--- src/rtl/game_pkg.sv ---
// Shared types, default constants and BCD helpers for the game sequencer.
// Optional hiscore support is enabled by defining GAME_SEQ_HISCORE_EN.
`timescale 1ns/1ps
package game_pkg;

  typedef enum logic [2:0] {
    IDLE   = 3'd0,
    LAUNCH = 3'd1,
    PLAY   = 3'd2,
    CRASH  = 3'd3,
    OVER   = 3'd4
  } state_t;

  typedef logic [3:0] bcd_digit_t;
  // Index 3 is the thousands digit, index 0 the units digit.
  typedef bcd_digit_t [3:0] bcd4_t;

  localparam int unsigned TICK_W_DEF     = 6;
  localparam int unsigned CRASH_HOLD_DEF = 50;
  localparam int unsigned LEVEL_STEP_DEF = 5;
  localparam int unsigned MAX_LEVEL_DEF  = 7;
  localparam int unsigned LEVEL_W        = 3;
  localparam int unsigned SCORE_W        = 16;

  function automatic bcd4_t bcd_inc(input bcd4_t v);
    bcd4_t r;
    logic  carry;
    r     = v;
    carry = 1'b1;
    for (int i = 0; i < 4; i++) begin
      if (carry) begin
        if (r[i] == 4'd9) begin
          r[i] = 4'd0;
        end else begin
          r[i]  = r[i] + 4'd1;
          carry = 1'b0;
        end
      end
    end
    return r;
  endfunction

  // Digit-wise magnitude compare starting from the thousands digit.
  function automatic logic bcd_gt(input bcd4_t a, input bcd4_t b);
    logic gt;
    logic decided;
    gt      = 1'b0;
    decided = 1'b0;
    for (int i = 3; i >= 0; i--) begin
      if (!decided && (a[i] != b[i])) begin
        gt      = (a[i] > b[i]);
        decided = 1'b1;
      end
    end
    return gt;
  endfunction

endpackage

--- src/rtl/game_sequencer_bcd_counter4.sv ---
// 4-digit BCD counter saturating at 9999; the compare output exists only
// when GAME_SEQ_HISCORE_EN is defined.
`timescale 1ns/1ps
module bcd_counter4
  import game_pkg::*;
(
  input  logic  clk,
  input  logic  reset,
  input  logic  clr,
  input  logic  inc,
`ifdef GAME_SEQ_HISCORE_EN
  input  bcd4_t cmp_ref,
  output logic  cmp_gt_c,
`endif
  output bcd4_t count
);

  localparam bcd4_t BCD_MAX = 16'h9999;

  always_ff @(posedge clk or negedge reset) begin
    if (!reset) begin
      count <= '0;
    end else if (clr) begin
      count <= '0;
    end else if (inc && (count != BCD_MAX)) begin
      count <= bcd_inc(count);
    end
  end

`ifdef GAME_SEQ_HISCORE_EN
  assign cmp_gt_c = bcd_gt(count, cmp_ref);
`endif

endmodule

--- src/rtl/game_sequencer.sv ---
// Round sequencer for the bird/tube game: start, play, crash hold, game over.
// Define GAME_SEQ_HISCORE_EN to add the hiscore register and show_hi input.
`timescale 1ns/1ps
module game_sequencer
  import game_pkg::*;
#(
  parameter int unsigned TICK_W     = TICK_W_DEF,
  parameter int unsigned CRASH_HOLD = CRASH_HOLD_DEF,
  parameter int unsigned LEVEL_STEP = LEVEL_STEP_DEF,
  parameter int unsigned MAX_LEVEL  = MAX_LEVEL_DEF
) (
  input  logic               clk,
  input  logic               reset,
  input  logic               game_tick,
  input  logic               start_btn,
  input  logic               tube_cycle,
  input  logic               crash,
`ifdef GAME_SEQ_HISCORE_EN
  input  logic               show_hi,
  output logic [SCORE_W-1:0] hiscore,
`endif
  output logic               tube_start,
  output logic               run,
  output logic               freeze,
  output logic [LEVEL_W-1:0] level,
  output logic [SCORE_W-1:0] score,
  output logic               state_led
);

  localparam int unsigned STEP_W = (LEVEL_STEP > 1) ? $clog2(LEVEL_STEP) : 1;

  state_t              state, state_d;
  logic                start_q;
  logic                start_rise_c;
  logic [TICK_W-1:0]   hold, hold_d;
  logic [STEP_W-1:0]   step, step_d;
  logic [LEVEL_W-1:0]  level_d;
  logic [2:0]          blink, blink_d;
  logic                score_inc_c, score_clr_c;
  logic                tube_start_d, run_d, freeze_d, led_d;
  bcd4_t               count;

  assign start_rise_c = start_btn & ~start_q;

  // Next-state, counter and output decode.
  always_comb begin
    state_d     = state;
    hold_d      = hold;
    step_d      = step;
    level_d     = level;
    blink_d     = blink;
    score_inc_c = 1'b0;
    score_clr_c = 1'b0;
    case (state)
      IDLE: begin
        if (start_rise_c) state_d = LAUNCH;
      end
      LAUNCH: begin
        score_clr_c = 1'b1;
        level_d     = '0;
        step_d      = '0;
        state_d     = PLAY;
      end
      PLAY: begin
        // A crash in the same clk as a tube pass forfeits that point.
        if (crash) begin
          state_d = CRASH;
          hold_d  = '0;
        end else if (tube_cycle) begin
          score_inc_c = 1'b1;
          if (step == STEP_W'(LEVEL_STEP - 1)) begin
            step_d = '0;
            if (level != LEVEL_W'(MAX_LEVEL)) level_d = level + LEVEL_W'(1);
          end else begin
            step_d = step + STEP_W'(1);
          end
        end
      end
      CRASH: begin
        if (game_tick) begin
          if (hold == TICK_W'(CRASH_HOLD - 1)) begin
            state_d = OVER;
            blink_d = '0;
          end else begin
            hold_d = hold + TICK_W'(1);
          end
        end
      end
      OVER: begin
        if (game_tick) blink_d = blink + 3'd1;
        if (start_rise_c) state_d = LAUNCH;
      end
      default: state_d = IDLE;
    endcase
    tube_start_d = (state_d == LAUNCH);
    run_d        = (state_d == PLAY);
    freeze_d     = (state_d == CRASH) || (state_d == OVER);
    led_d        = (state_d == OVER) ? blink_d[2] : run_d;
  end

  always_ff @(posedge clk or negedge reset) begin
    if (!reset) begin
      state      <= IDLE;
      start_q    <= 1'b0;
      hold       <= '0;
      step       <= '0;
      level      <= '0;
      blink      <= '0;
      tube_start <= 1'b0;
      run        <= 1'b0;
      freeze     <= 1'b0;
      state_led  <= 1'b0;
    end else begin
      state      <= state_d;
      start_q    <= start_btn;
      hold       <= hold_d;
      step       <= step_d;
      level      <= level_d;
      blink      <= blink_d;
      tube_start <= tube_start_d;
      run        <= run_d;
      freeze     <= freeze_d;
      state_led  <= led_d;
    end
  end

`ifdef GAME_SEQ_HISCORE_EN
  logic  hi_gt_c;
  logic  sel_hi;
  bcd4_t hi_q;

  bcd_counter4 u_score (
    .clk      (clk),
    .reset    (reset),
    .clr      (score_clr_c),
    .inc      (score_inc_c),
    .cmp_ref  (hi_q),
    .cmp_gt_c (hi_gt_c),
    .count    (count)
  );

  // Hiscore is captured on the CRASH->OVER transition only.
  always_ff @(posedge clk or negedge reset) begin
    if (!reset) begin
      hi_q   <= '0;
      sel_hi <= 1'b0;
    end else begin
      if ((state == CRASH) && (state_d == OVER) && hi_gt_c) hi_q <= count;
      sel_hi <= show_hi && ((state_d == IDLE) || (state_d == OVER));
    end
  end

  assign hiscore = hi_q;
  assign score   = sel_hi ? hi_q : count;
`else
  bcd_counter4 u_score (
    .clk   (clk),
    .reset (reset),
    .clr   (score_clr_c),
    .inc   (score_inc_c),
    .count (count)
  );

  assign score = count;
`endif

endmodule

--- config.mk ---
export PLATFORM = sky130hd
export DESIGN_NAME = game_sequencer
export DESIGN_NICKNAME = d
export VERILOG_FILES = /design/src/rtl/game_pkg.sv /design/src/rtl/game_sequencer_bcd_counter4.sv /design/src/rtl/game_sequencer.sv
export SDC_FILE = /design/constraint.sdc
export NUM_CORES = 1
export LEC_CHECK = 0
export BUFFER_PORTS_ARGS = -buffer_cell sky130_fd_sc_hd__buf_4
export CAP_MARGIN = 20
export CORE_AREA = 2 2 87 68
export DETAILED_ROUTE_END_ITERATION = 10
export DIE_AREA = 0 0 89 70
export SETUP_SLACK_MARGIN = 0.2
export SLEW_MARGIN = 10
export SYNTH_ARGS = -nofsm -noshare
export SYNTH_HDL_FRONTEND = slang
export SYNTH_HIERARCHICAL = 1
export SYNTH_SLANG_ARGS = --single-unit
--- constraint.sdc ---
create_clock -name clk -period 4.69 [get_ports clk]
set_input_delay 0.469 -clock clk [delete_from_list [all_inputs] [get_ports clk]]
set_output_delay 0.469 -clock clk [all_outputs]
set_load 0.005 [all_outputs]
== Word-level counts from Yosys, hierarchy flattened ==
Cells that the tools add are included.
Word-level totals
  flip-flop bits (word level): 39
  bits of input ports: 6
  output and inout bits: 23
  logic and storage cells: 115
Cells by class
  add/sub/neg operators: 8
  eq/ne operators: 25
  mux-type cells: 47
  bitwise logic cells: 2
  reductions and logical operators: 18
Operators by type and width (number)
  $mux 3: 14
  $mux 16: 2
  $mux 4: 7
  $mux 6: 3
  $ne 2x2->1 const B: 9
  $pmux 3 s2: 3
  $add 4x1->4 const B: 4
  $eq 4x4->1 const B: 4
  $mux 1: 16
  $ne 16x16->1 const B: 1
  $reduce_bool 2->1: 7
  $eq 3x2->1 const B: 4
  $pmux 3 s4: 1
  $pmux 6 s2: 1
  $add 3x1->3 const B: 3
  $eq 3x3->1 const B: 3
  $reduce_and 4->1: 2
  $add 6x1->6 const B: 1
  $eq 3x1->1 const B: 2
  $eq 6x6->1 const B: 1
  $reduce_and 2->1: 3
  $reduce_and 5->1: 1
  $logic_not 3->1: 1
  $ne 3x3->1 const B: 1
  other kinds (6): 6

== Longest topological paths before layout ==
Gate-level depths: netlist (run 1).
  word-level depth: 15
  mapped depth: 9
  mapped depth without buffers: 6

== Modules after synthesis ==
Netlist (run 1), hierarchy kept.
Modules (own cells, without submodules)
  game_sequencer: times used 1, cells an instance 121, area each 1227.4 um2, sequential area each 575.6 um2
  bcd_counter4: times used 1, cells an instance 109, area each 1031.0 um2, sequential area each 400.4 um2

== Worst setup path before layout (run 1) ==
Ideal clock, no wire load.
  path kind: register -> register
  start: reg state[2]
  end: reg u_score/count[7] (netlist bit)
  library setup time: 64 ps
  arrival: 1996 ps
  data required time: 4626 ps
  slack: 2630 ps
  cell stages (with the launch flop): 9
  buffers on the path: 2
  clock period less this slack: 2060 ps
  cells stage by stage: dfrtp_1 -> buf_2 -> nor3b_4 -> and3b_1 -> buf_4 -> nand4b_2 -> or4_1 -> nor2_1 -> a211o_1
Between the ends
  cells in the longest elaborated chain, start to end: 5
  elaborated cells between the ends (all ways): 9
  classes of those cells: eq/ne (2); mux (3); reduce/logical (4)
RTL lines
  from (decl): line game_sequencer.sv:32  | state_t state, state_d;
  from (signal assigned): line game_sequencer.sv:114  | state <= state_d;
  $eq 3x2->1: line game_sequencer.sv:54  | case (state)
  $mux 1: line game_sequencer.sv:54
  named net score_inc_c: line game_sequencer.sv:39  | logic score_inc_c, score_clr_c;
  $logic_and 1x1->1: line game_sequencer_bcd_counter4.sv:25  | end else if (inc && (count != BCD_MAX)) begin
  $reduce_bool 2->1 (no line)
  $reduce_and 2->1 (no line)
  to (signal assigned): line game_sequencer_bcd_counter4.sv:26  | count <= bcd_inc(count);
  to (decl): line game_sequencer_bcd_counter4.sv:15  | output bcd4_t count
The timed path passes the listed nets, and every way through them passes these cells.
A chain may end at the register's enable or synchronous reset.

== Worst setup path after layout (run 1) ==
  start: reg state[1]
  end: reg u_score/count[14] (netlist bit)
Between the ends
  cells in the longest elaborated chain, start to end: 5
  elaborated cells between the ends (all ways): 9
  classes of those cells: eq/ne (2); mux (3); reduce/logical (4)
RTL lines (line)
  $eq 3x2->1: game_sequencer.sv:54
  $mux 1: game_sequencer.sv:54
  $logic_and 1x1->1: game_sequencer_bcd_counter4.sv:25
  $reduce_bool 2->1 (no line)
  $reduce_and 2->1 (no line)
Several ways; a longest one is shown, not always the timed one.

==> results by group, run 1 <==
Synthesis
  – Number of synthesized flops with an enable pin: 0
  – #FFs+latches synth: 39
  – Async set or reset register ratio after synthesis: 100%
  – Syn Nets: 249
  – Synth cell types: 51
  – Gate Count Post-Synth: 230
  – Syn. warnings: 6
  – Register area share after synthesis: 43.2%
  – Synth Area per Inst: 9.82 sq um
  – Synth Flop Type: dfrtp_1
  – Post-Syn Area: 2260 sq um

Layout
  – Most frequent cells in the layout: dfrtp_1, nand2_1, buf_4, nor2_1
  – Layout cells sized above 1: 16.0%
  – Synth-to-layout area growth: 15.7%
  – Footprint of the multi-input gates: 1180 sq um
  – Post-route cell area: 2610 sq um
  – Post-route insts no fill: 335
  – Diodes inserted: 0
  – Fill cells: 550
  – Nets: 275
  – Register area: 976 sq um
  – Commonest non-fill, non-tap cell in the layout: dfrtp_1

Worst setup path
  – CP Max Fanout: 14
  – Buf+Inv Stages, Crit Path: 0
  – Family with the most delay on the worst path: simple AND/OR/NAND/NOR gates
  – Crit end category: register
  – R2R Path End: u_score/count[14]
  – Worst reg2reg setup slack: 2110 ps
  – Startpoint Class: register
  – Critical Path, Cell by Cell: nor3b_4, and3b_1, nand4b_2, nor4_4, a21oi_1, a31o_1
  – WP depth: 6
  – Worst r2r src: state[1]
  – Critical path class: register to register
  – Crit path to: u_score/count[14]
  – Worst r2r path cells: 6
  – Setup crit start: state[1]
  – CP max-delay cell: dfrtp_1
  – Slowest Stage Delay on Critical Path: 600 ps
  – Required @ worst endpoint: 4860 ps
  – CP arrival: 2750 ps

CTS
  – Htree depth: 2
  – Clk sink count: 39
  – Post_cts resized: 0
  – CTS tree: done
  – Number of buffers created by CTS: 5
  – CTS clock-pin slew for the worst setup and hold paths: 80 ps
  – Skew-Pair Late Insertion Delay: 280 ps
  – # Post-CTS Setup Buffers: 0
  – CTS max path bufs: 2
  – Hold-fix buffer count after cts: 0
  – Root Driver: clkbuf_8

Power
  – Maximum vdd drop: 162 uV
  – Leak Pwr: 1.28 nW
  – Pwr Density: 357 nW/um^2

Placement
  – RePlAce Congestion: 0.819
  – IO Port Bufs: 28
  – DP Area: 2510 sq um
  – Placed cells: 327
  – Final HPWL DP: 3190 microns

STA
  – Final Critical Period: 2580 ps
  – FMAX: 0.387 GHz
  – Final setup viols: 0
  – WHS: 141 ps
  – Setup TNS: 0 ps
  – Final hold vios: 0
  – Worst Clk Skew: 8.48 ps
  – Worst-margin pin slew: 494 ps
  – Rel. slew slack: 67.1%
  – Max-slew violation count: 0
  – Period utilization: 55.0%
  – RSZ-0062 raised after global routing: no

Global route
  – GR Overflow Total: 0
  – Global-route wire length before repair: 7540 microns
  – Pin count of the biggest net entering global routing: 40
  – Vias in the first global route: 1537
  – Initial antenna violation count: 0
  – Total routing usage reported by global routing: 15.4%

Floorplan
  – Starting Density: 40.9%
  – Io pins: 29
  – Die width: 89 microns
  – Core area: 5530 sq um
  – Row count: 24
  – Die height: 70 microns
  – Die Area: 6230 sq um

Detailed routing
  – WL final: 4470 microns
  – Post-DR wirelength/cell: 13.3 microns
  – Final antenna-violating net count: 0
  – Initial DRT Pass Iterations: 4
  – # DRC: 0
  – Initial DRC Count: 66
  – Via count: 1731
  – Avg Vias per Cell: 5.17

Job
  – Max Cap Viol: 0

Status
  – Run status: finished clean

Min path
  – Min-Delay Path Class: primary input to async pin
[where the power goes]
| group | leakage, nW | internal (mW) | switching [mW] | total [mW] |
|---|---|---|---|---|
| logic | 0.749 | 0.112 | 0.105 | 0.217 |
| clock network | 0.0515 | 0.134 | 0.113 | 0.247 |
| registers | 0.481 | 0.395 | 0.0720 | 0.467 |
[flip-flops by register name, indices dropped and copies added (netlist names)]
register	count
freeze	1
step	3
u_score/count	16
state	3
blink	3
level	3
run	1
hold	6
start_q	1
tube_start	1
state_led	1
[cells by family after synthesis]
family	synth area share (%)
adders and majority gates	7.20
xor gates and xnor gates	1.94
and+or+nand+nor	26.3
muxes	2.66
buffers and inverters	4.71
AOI/OAI and AO/OA	14.0
DFF	43.2
[Yosys cell counts, drive strengths merged (3+ instances only)]
master,n,area share [%]
a211o,3,1.2
a21o,6,2.0
a21oi,14,3.3
and3b,3,1.2
and4b,4,1.8
buf,8,2.4
dfrtp,39,43
ha,13,7.2
inv,12,2.0
mux2i,6,2.7
nand2,31,5.2
nand2b,5,1.4
nand3,7,1.6
nand3b,6,2.0
nand4,3,0.83
nand4b,3,1.4
nor2,14,2.3
nor3,4,0.89
nor3b,4,2.3
nor4,4,1.8
o21ai,9,2.0
xnor2,4,1.6
[final cells by class]
class	count	area share (%)
multi-input combinational	169	45.0
sequential	39	37.4
timing repair buffer	29	8.33
clock buffer	8	3.83
tap	78	3.74
inverter	12	1.72
[worst min-delay path by stage]
| stage | startpoint | endpoint | depth (start not counted) |
|---|---|---|---|
| floorplan | reset | blink[0] | 0 |
| global placement | step[2] | step[2] | 1 |
| detailed placement | step[2] | step[2] | 1 |
| CTS | reset | u_score/count[9] | 1 |
| global route | reset | u_score/count[9] | 1 |
| finish | reset | u_score/count[9] | 1 |
[metrics by stage]
step	util [%]	setup WS, ps	total power [mW]
2_1_floorplan	-	2630	0.605
4_1_cts	47.3	2090	0.946
5_1_grt	47.3	1900	1.00
6_report	47.3	2110	0.932
3_3_place_gp	45.5	2220	0.686
3_5_place_dp	45.5	2100	0.692
[per-layer routing]
metal / GRT usage, % / vias up / part of all wire, %
met5: 0 / - / 0
met3: 3.55 / 2 / 3.5
met1: 25.4 / 823 / 56
met4: 2.99 / 0 / 0.34
met2: 20.3 / 26 / 40
li1: - / 880 / -
Note: power is estimated with default switching activity, not from simulation.
==> run 2, diff against run 1 <==
clock period = 2.4 ns   (was 4.69 ns; I/O delays follow)
==> results by group, run 2 (synthesized netlist as in run 1, its figures left out) <==
Status
  – Run status: finished clean

CTS
  – Number of buffers created by CTS: 5
  – Htree depth: 2
  – CTS clock-pin slew for the worst setup and hold paths: 70 ps
  – Root Driver: clkbuf_8
  – CTS max path bufs: 2
  – Skew-Pair Late Insertion Delay: 290 ps
  – # Post-CTS Setup Buffers: 0
  – Clk sink count: 39
  – Post_cts resized: 0
  – CTS tree: done

Floorplan
  – Io pins: 29
  – Die Area: 6230 sq um
  – Die height: 70 microns
  – Core area: 5530 sq um
  – Die width: 89 microns
  – Row count: 24
  – Starting Density: 40.9%

STA
  – Final hold vios: 0
  – Final Critical Period: 2010 ps
  – RSZ-0062 raised after global routing: no
  – Max-slew violation count: 0
  – Period utilization: 83.7%
  – Final setup margin: 391 ps
  – FMAX: 0.498 GHz
  – Final setup viols: 0
  – Worst Clk Skew: 10.3 ps
  – Rel. slew slack: 67.1%
  – Setup TNS: 0 ps
  – WHS: 72.1 ps
  – Worst-margin pin slew: 494 ps

Worst setup path
  – Startpoint Class: register
  – Critical path class: register to register
  – Worst reg2reg setup slack: 390 ps
  – CP arrival: 2230 ps
  – CP Max Fanout: 10
  – Required @ worst endpoint: 2620 ps
  – Crit end category: register

Layout
  – Finished Core Util: 48.0%
  – Synth-to-layout area growth: 17.5%
  – Commonest non-fill, non-tap cell in the layout: dfrtp_1
  – Nets: 280
  – Post-route insts no fill: 340
  – Max reg flops: 16
  – Post-route cell area: 2650 sq um
  – Biggest register: u_score/count
  – Layout cells sized above 1: 17.2%
  – Top flop regs: u_score/count x16, hold x6
  – Most frequent cells in the layout: dfrtp_1, buf_4, nand2_1, nor2_1
  – Diodes inserted: 0
  – Register area: 976 sq um
  – Fill cells: 549
  – Footprint of the multi-input gates: 1180 sq um

Power
  – Pwr Density: 689 nW/um^2
  – Int Pwr: 1.26 mW
  – Switch share: 30.9%
  – Seq pwr share: 49.4%
  – Leak Pwr: 1.30 nW
  – Tot Pwr: 1.83 mW
  – Clk pwr share: 26.2%
  – Maximum vdd drop: 391 uV
  – Sw Pwr: 0.565 mW
  – Comb pwr share: 24.4%

Global route
  – GR Overflow Total: 0
  – Vias in the first global route: 1577
  – Global-route wire length before repair: 7660 microns
  – Initial antenna violation count: 0
  – Pin count of the biggest net entering global routing: 40
  – Total routing usage reported by global routing: 15.7%

Placement
  – DP Area: 2540 sq um
  – Final HPWL DP: 3340 microns
  – Pre-CTS WS: 366 ps
  – Placed cells: 331
  – IO Port Bufs: 28
  – RePlAce Congestion: 0.821

Detailed routing
  – Via count: 1769
  – Initial DRC Count: 89
  – # DRC: 0
  – Avg Vias per Cell: 5.20
  – WL final: 4580 microns
  – Initial DRT Pass Iterations: 4
  – Final antenna-violating net count: 0
  – Post-DR wirelength/cell: 13.5 microns

Job
  – Max Cap Viol: 0

Min path
  – Min-Delay Path Class: primary input to register
==> run 2: repair_timing <==
| action | 4_1_cts | 5_1_grt |
|---|---|---|
| hold buffers | 1 | 0 |
| endpoints found under the hold margin | 39 | 0 |
| endpoints found under the setup margin | 0 | 1 |
==> run 2: routing by layer <==
metal / global-route usage [%] / share of wire [%] / vias up
li1: - / - / 888
met1: 24.0 / 54 / 838
met2: 22.1 / 40 / 39
met3: 4.14 / 4.7 / 4
met4: 3.98 / 0.79 / 0
met5: 0 / 0 / -
==> run 2: worst paths after layout <==
path,startpoint,endpoint,cells after the start
max in group asynchronous,reset,state_led,2
setup / recovery,state[2],u_score/count[7],6
min in group asynchronous,reset,u_score/count[9],2
hold reg to reg,step[2],step[2],1
setup reg to reg,state[2],u_score/count[7],6
hold / removal,start_btn,start_q,1
==> run 2: final cells by class <==
| cell class | instances | area share, % |
|---|---|---|
| Timing Repair Buffer | 34 | 9.72 |
| Tap cell | 78 | 3.68 |
| Clock buffer | 8 | 3.77 |
| Sequential cell | 39 | 36.8 |
| Inverter | 12 | 1.70 |
| Multi-Input combinational cell | 169 | 44.3 |
==> run 2: power groups by stage <==
| stage | sequential (mW) | combinational, mW | clock (mW) |
|---|---|---|---|
| after detailed placement | 0.914 | 0.449 | 0 |
| after CTS | 0.903 | 0.451 | 0.502 |
| after global placement | 0.913 | 0.436 | 0 |
| after floorplan | 0.888 | 0.295 | 0 |
| final | 0.904 | 0.445 | 0.479 |
| after global routing | 0.923 | 0.515 | 0.535 |
==> run 2: worst max-delay path: stages, from the launching register on <==
cell and delay, ps:
dfrtp_1 500, nor3b_4 240, and3b_1 230, nand4b_2 240
or4_1 530, nor2_1 110, a211o_1 100
